==> config.mk <==
export PLATFORM = sky130hd
export DESIGN_NAME = icache_l2_responder
export DESIGN_NICKNAME = d
export VERILOG_FILES = /design/src/rtl/icache_l2_responder.sv
export SDC_FILE = /design/constraint.sdc
export NUM_CORES = 1
export LEC_CHECK = 0
export CAP_MARGIN = 20
export CORE_UTILIZATION = 35
export CTS_CLUSTER_SIZE = 14
export DETAILED_ROUTE_END_ITERATION = 12
export GPL_TIMING_DRIVEN = 0
export PLACE_DENSITY_LB_ADDON = 0.1
export REMOVE_ABC_BUFFERS = 1
export SLEW_MARGIN = 10
export SYNTH_ARGS = -nofsm -noshare
export SYNTH_HDL_FRONTEND = slang
export SYNTH_SLANG_ARGS = --single-unit
==> constraint.sdc <==
create_clock -name clk -period 7 [get_ports clk]
set_clock_uncertainty 0.1 [all_clocks]
set_input_delay 1.4 -clock clk [delete_from_list [all_inputs] [get_ports clk]]
set_output_delay 1.4 -clock clk [all_outputs]
set_load 0.02 [all_outputs]
==> src/rtl/icache_l2_responder.sv <==
// L2-side responder for an instruction cache: serves L1 fetch bursts from the L2 SRAM,
// handles core sleep/launch, and returns words through a 2-entry flow-through FIFO.
module icache_l2_responder (
  input  logic        clk,
  input  logic        rst_n,
  input  logic        fetch_req,
  input  logic [31:0] fetch_info,
  output logic        fetch_gnt,
  output logic        fetch_r_valid,
  output logic [31:0] fetch_r_data,
  input  logic        fetch_r_ready,
  output logic        mem_cs,
  output logic [18:0] mem_addr,
  input  logic [31:0] mem_rdata,
  input  logic        launch_req,
  input  logic [18:0] launch_addr,
  output logic        launch_gnt,
  output logic        core_sleeping,
  output logic        sleep_pulse
);

  typedef enum logic [1:0] {SLEEP = 2'd0, IDLE = 2'd1, READ = 2'd2} state_e;

  state_e      state_q;
  logic [31:0] fifo_data_q [2];
  logic [1:0]  fifo_tag_q;
  logic        wr_ptr_q;
  logic        rd_ptr_q;
  logic [1:0]  occ_q;
  logic [1:0]  occ_d;
  logic        rvld_q;
  logic [18:0] base_q;
  logic [3:0]  count_q;
  logic [3:0]  issued_q;
  logic [3:0]  done_q;
  logic        sleep_pulse_q;

  logic        fifo_empty;
  logic        bypass;
  logic        head_tag;
  logic        pop;
  logic        pop_stored;
  logic        push_mem;
  logic        push;
  logic [31:0] push_data;
  logic        push_tag;
  logic        sleep_cmd;
  logic [3:0]  req_count;
  logic [1:0]  used;
  logic        burst_pop;
  logic        last_beat;
  logic        unused_info;

  assign unused_info = ^fetch_info[30:21];

  // A word arriving from SRAM into an empty FIFO is presented the same cycle, so a burst
  // streams at one word per cycle; it is stored only if L1 does not take it.
  assign fifo_empty    = (occ_q == 2'd0);
  assign bypass        = fifo_empty & rvld_q;
  assign fetch_r_valid = ~fifo_empty | rvld_q;
  assign fetch_r_data  = bypass ? mem_rdata : fifo_data_q[rd_ptr_q];
  assign head_tag      = bypass | fifo_tag_q[rd_ptr_q];
  assign pop           = fetch_r_valid & fetch_r_ready;
  assign pop_stored    = pop & ~fifo_empty;
  assign push_mem      = rvld_q & ~(bypass & fetch_r_ready);

  assign launch_gnt = (state_q == SLEEP) & launch_req & fifo_empty;
  assign push       = push_mem | launch_gnt;
  assign push_data  = launch_gnt ? {13'b0, launch_addr} : mem_rdata;
  assign push_tag   = ~launch_gnt;
  assign occ_d      = occ_q + {1'b0, push} - {1'b0, pop_stored};

  assign fetch_gnt = (state_q == IDLE) & fetch_req;
  assign sleep_cmd = fetch_info[31];
  assign req_count = fetch_info[20] ? 4'd1 : (fetch_info[19] ? 4'd8 : 4'd4);

  // Stored words plus the read in flight never exceed the FIFO depth.
  assign used     = occ_q + {1'b0, rvld_q};
  assign mem_cs   = (state_q == READ) & (issued_q < count_q) & (used < 2'd2);
  assign mem_addr = base_q + 19'(issued_q);

  // Tag bit separates burst words from a leftover launch word still queued ahead of them.
  assign burst_pop = pop & head_tag & (state_q == READ);
  assign last_beat = burst_pop & ((done_q + 4'd1) == count_q);

  assign core_sleeping = (state_q == SLEEP);
  assign sleep_pulse   = sleep_pulse_q;

  always_ff @(posedge clk or negedge rst_n) begin
    if (!rst_n) begin
      state_q        <= SLEEP;
      fifo_data_q[0] <= '0;
      fifo_data_q[1] <= '0;
      fifo_tag_q     <= '0;
      wr_ptr_q       <= 1'b0;
      rd_ptr_q       <= 1'b0;
      occ_q          <= '0;
      rvld_q         <= 1'b0;
      base_q         <= '0;
      count_q        <= '0;
      issued_q       <= '0;
      done_q         <= '0;
      sleep_pulse_q  <= 1'b0;
    end else begin
      rvld_q        <= mem_cs;
      sleep_pulse_q <= fetch_gnt & sleep_cmd;
      occ_q         <= occ_d;
      if (push) begin
        fifo_data_q[wr_ptr_q] <= push_data;
        fifo_tag_q[wr_ptr_q]  <= push_tag;
        wr_ptr_q              <= ~wr_ptr_q;
      end
      if (pop_stored) rd_ptr_q <= ~rd_ptr_q;
      if (mem_cs)     issued_q <= issued_q + 4'd1;
      if (burst_pop)  done_q   <= done_q + 4'd1;
      case (state_q)
        SLEEP: if (launch_gnt) state_q <= IDLE;
        IDLE: begin
          if (fetch_gnt) begin
            if (sleep_cmd) begin
              state_q <= SLEEP;
            end else begin
              state_q  <= READ;
              base_q   <= fetch_info[18:0];
              count_q  <= req_count;
              issued_q <= '0;
              done_q   <= '0;
            end
          end
        end
        READ:    if (last_beat) state_q <= IDLE;
        default: state_q <= SLEEP;
      endcase
    end
  end

endmodule

==> impl_results.md, run 1 <==
* Outcome: completed
* Number of global-route vias before repair at 4202
* Post-CTS Hold Buffers at 0
* P_leak at 3.36 nW
* Post-synth design cell area at between 5000 and 6000 sq um
* Area grow syn2layout at 33.3%
* Cell variety after synth at 48
* # IOs at approximately 150
* Largest vdd supply drop at roughly 280 uV
* Fmax at approximately 0.18 GHz
* CTS Buf Count at 9
* Number of sinks on the clock net at 104
* Power per Cell Area at around 460 nW/um^2
* Number of H-tree levels at 3
* Initial Utilization at 0.361
* Clock root cell: clkbuf_16
* Final hold violation count at 0
* Antenna diodes at 0
* Core footprint at 15900 sq um
* Tmin final at ~5.5 ns
* RePlAce Congestion at 0.787
* Die ar. at ~17000 sq um
* Sequential element share of the synthesized area at 0.452
* Wirelength, routed at between 10000 and 15000 microns
* CTS tree: built
* Clk buf depth at 2
* Drt wl/cell at approximately 15 microns
* DRC Markers at 0
* Worst Path Arrival at 3.99 ns
* Yosys reg bits at roughly 100
* Syn avg cell area at between 10 and 15 sq um
* Vias per cell at 4.76
* Max Cap Viol at 0
* IO buf count at approximately 130
* Clock transition at path regs at ~0.070 ns
* CP max FO at 21
* RSZ-0062 raised after global routing: false
* Largest net degree at the start of global routing at 55
* Final Cycle Share at 0.785
* Slew @ Worst Pin at a little under 0.9 ns
* Async SR Flop Fraction at 1.00
* Max-slew violations at 0
* Most used DFF post-synth: dfrtp_1
* Gr usage total at 0.162
* Cells after DPL at 860
* CP startpoint kind: primary input
* Detail Route Antenna Nets at 0
* Cells resized by post-CTS repair at 0
* Crit. End Element: output pin
* Detailed placer's ending HPWL at around 9100 microns
* Fin util at 0.481
* Nets@finish at about 750
* Synth Warn # at 0
* Clk_lat worst skew at between 0.3 and 0.4 ns
* Via count at 4169
* Critical path required time at approximately 5.5 ns
* Share of cells above drive strength 1 at 0.181
* Setup Crit Path Kind: in2out
* Post-synth EDFFs at 0
* Post-CTS setup buffer count at 0
* Slew headroom at 0.409
* HP Class: reg2reg
* Final non-filler cell total at about 880
* Critical Path Most Common Cell: clkdlybuf4s50_1
* Pre-antenna DRT Iters at 4
* Overflow left after global routing at 0
* Initial antenna violation count at 0
* Max stage delay on crit path at between 0.8 and 0.9 ns
* Setup-failing EPs final at 0
* Syn Inst Count at ~530
* Worst-path cell chain: clkdlybuf4s50_1 -> nand3_1 -> inv_1 -> clkdlybuf4s50_1
* Die height at between 100 and 150 microns
* CP max-delay cell: inv_1
* FP Rows at 46
* Initial DRC count at approximately 150
* Die X at around 130 microns
* First-pass GRT wire length at approximately 21000 microns
## state kept, by name, summed over array words and instances, names as in the netlist
name / flops
fifo_data_q: 64
base_q: 19
done_q: 4
issued_q: 4
count_q: 3
fifo_tag_q: 2
occ_q: 2
state_q: 2
rd_ptr_q: 1
rvld_q: 1
sleep_pulse: 1
wr_ptr_q: 1
## stage by stage
stage	hold WS [ns]	setup slack, ns	total power, mW	instance area [sq um]	TNS (ns)
floorplan	0.352	0.990	2.24	5560	0
CTS	0.389	1.37	3.55	7670	0
global placement	0.366	-1.33	2.94	7170	-38.49
detailed placement	0.373	1.36	2.99	7350	0
finish	0.385	1.51	3.51	7670	0
global route	0.413	1.28	3.76	7670	0
## power by group
group | switching, mW | internal, mW
Combinational | 0.859 | 1.00
Sequential | 0.211 | 0.889
Clock | 0.221 | 0.321
Total | 1.29 | 2.21
## synthesized netlist by cell type (2+ instances only)
| cell | instances | share of area |
|---|---|---|
| dfrtp_1 | 104 | 0.45 |
| nand2_1 | 95 | 0.062 |
| mux2_2 | 55 | 0.11 |
| o21ai_0 | 44 | 0.038 |
| mux2i_1 | 35 | 0.061 |
| mux2_4 | 29 | 0.076 |
| inv_1 | 15 | 0.0098 |
| xnor2_1 | 15 | 0.023 |
| clkbuf_1 | 13 | 0.0085 |
| and2_1 | 12 | 0.013 |
| nand3_1 | 11 | 0.0096 |
| xor2_1 | 11 | 0.017 |
| ha_1 | 10 | 0.022 |
| a21oi_1 | 9 | 0.0078 |
| nor2_1 | 6 | 0.0039 |
| a211oi_1 | 5 | 0.0065 |
| buf_6 | 5 | 0.0098 |
| or3_1 | 5 | 0.0054 |
| buf_1 | 4 | 0.0026 |
| nand2b_1 | 4 | 0.0043 |
| nor2b_1 | 4 | 0.0043 |
| and3_1 | 3 | 0.0033 |
| buf_12 | 3 | 0.010 |
| nor3_1 | 3 | 0.0026 |
| a21o_1 | 2 | 0.0026 |
| and2_2 | 2 | 0.0026 |
| nor3b_1 | 2 | 0.0026 |
| o21ai_1 | 2 | 0.0017 |
## path summary, 6_finish.rpt
path	from	to	slack [ns]	cells past startpoint
worst max-delay path	launch_req	launch_gnt	1.51	4
min in group asynchronous	rst_n	fifo_data_q[52]$_DFFE_PN0P_	0.90	1
worst min register to register	fifo_tag_q[0]$_DFFE_PN0P_	fifo_tag_q[0]$_DFFE_PN0P_	0.38	1
max in group asynchronous	rst_n	base_q[12]$_DFFE_PN0P_	5.26	2
worst min-delay path	fifo_tag_q[0]$_DFFE_PN0P_	fifo_tag_q[0]$_DFFE_PN0P_	0.38	1
worst max register to register	occ_q[0]$_DFF_PN0_	fifo_data_q[14]$_DFFE_PN0P_	3.98	5
## logic make-up (layout without fill, tap and decap cells)
logic type	count (synthesis)	in the layout	synth area share
and+or+nand+nor	156	156	0.126
muxes	119	119	0.244
DFF	104	104	0.452
AOI/OAI and AO/OA	69	69	0.0680
buffers and inverters	43	174	0.0450
xor gates and xnor gates	26	26	0.0396
adders and majority gates	11	11	0.0252
## area by class of cell
class | instances | area, sq um
clock buffers | 10 | 239
clock inverters | 5 | 81.3
fillers | 1513 | 8270
inverters | 16 | 60.1
multi-input cells | 381 | 2910
flip-flops and latches | 104 | 2600
well taps | 216 | 270
repair buffers | 143 | 1500
## critical path: cells and delay by family
kind / cells / cell delay [ns]
buffers and inverters: 3 / 2.11
and+or+nand+nor: 1 / 0.46
## cells in the final DEF (no fill, tap or decap), types with 3 or more instances in the layout
master,Yosys,routed
mux2_4,29,29
clkdlybuf4s50_1,0,133
a21oi_1,9,9
xor2_1,11,11
mux2_2,55,55
inv_1,15,15
nor2b_1,4,3
nand3_1,11,11
ha_1,10,10
and3_1,3,3
nor3_1,3,3
dfrtp_1,104,103
buf_16,0,3
mux2i_1,35,35
xnor2_1,15,15
o21ai_0,44,44
a211oi_1,5,5
nor2_1,6,6
and2_1,12,12
nand2b_1,4,3
or3_1,5,5
buf_6,5,3
clkbuf_16,0,9
nand2_1,95,95
## metal layers
metal  track usage  part of all wire  up-vias
met5             0                 0        -
met4        0.0554             0.013        0
met3        0.0332             0.051       11
met2         0.263              0.46       99
met1         0.214              0.48     1989
li1              -                 -     2070
Note: power is estimated with default switching activity, not from simulation.
==> run 2: changes to the inputs <==
clock period = 4.9 ns   (was 7 ns; I/O delays follow)
==> results of run 2 <==
Same layout as run 1 (identical final DEF). Status: completed.
Main changes from that run: setup slack after placement 1.36 ns -> 0.0994 ns; setup slack after layout 1.51 ns -> 0.247 ns; register-to-register setup slack 3.98 ns -> 1.88 ns; total power 3.51 mW -> 5.01 mW; worst IR drop on VDD 283 uV -> 404 uV
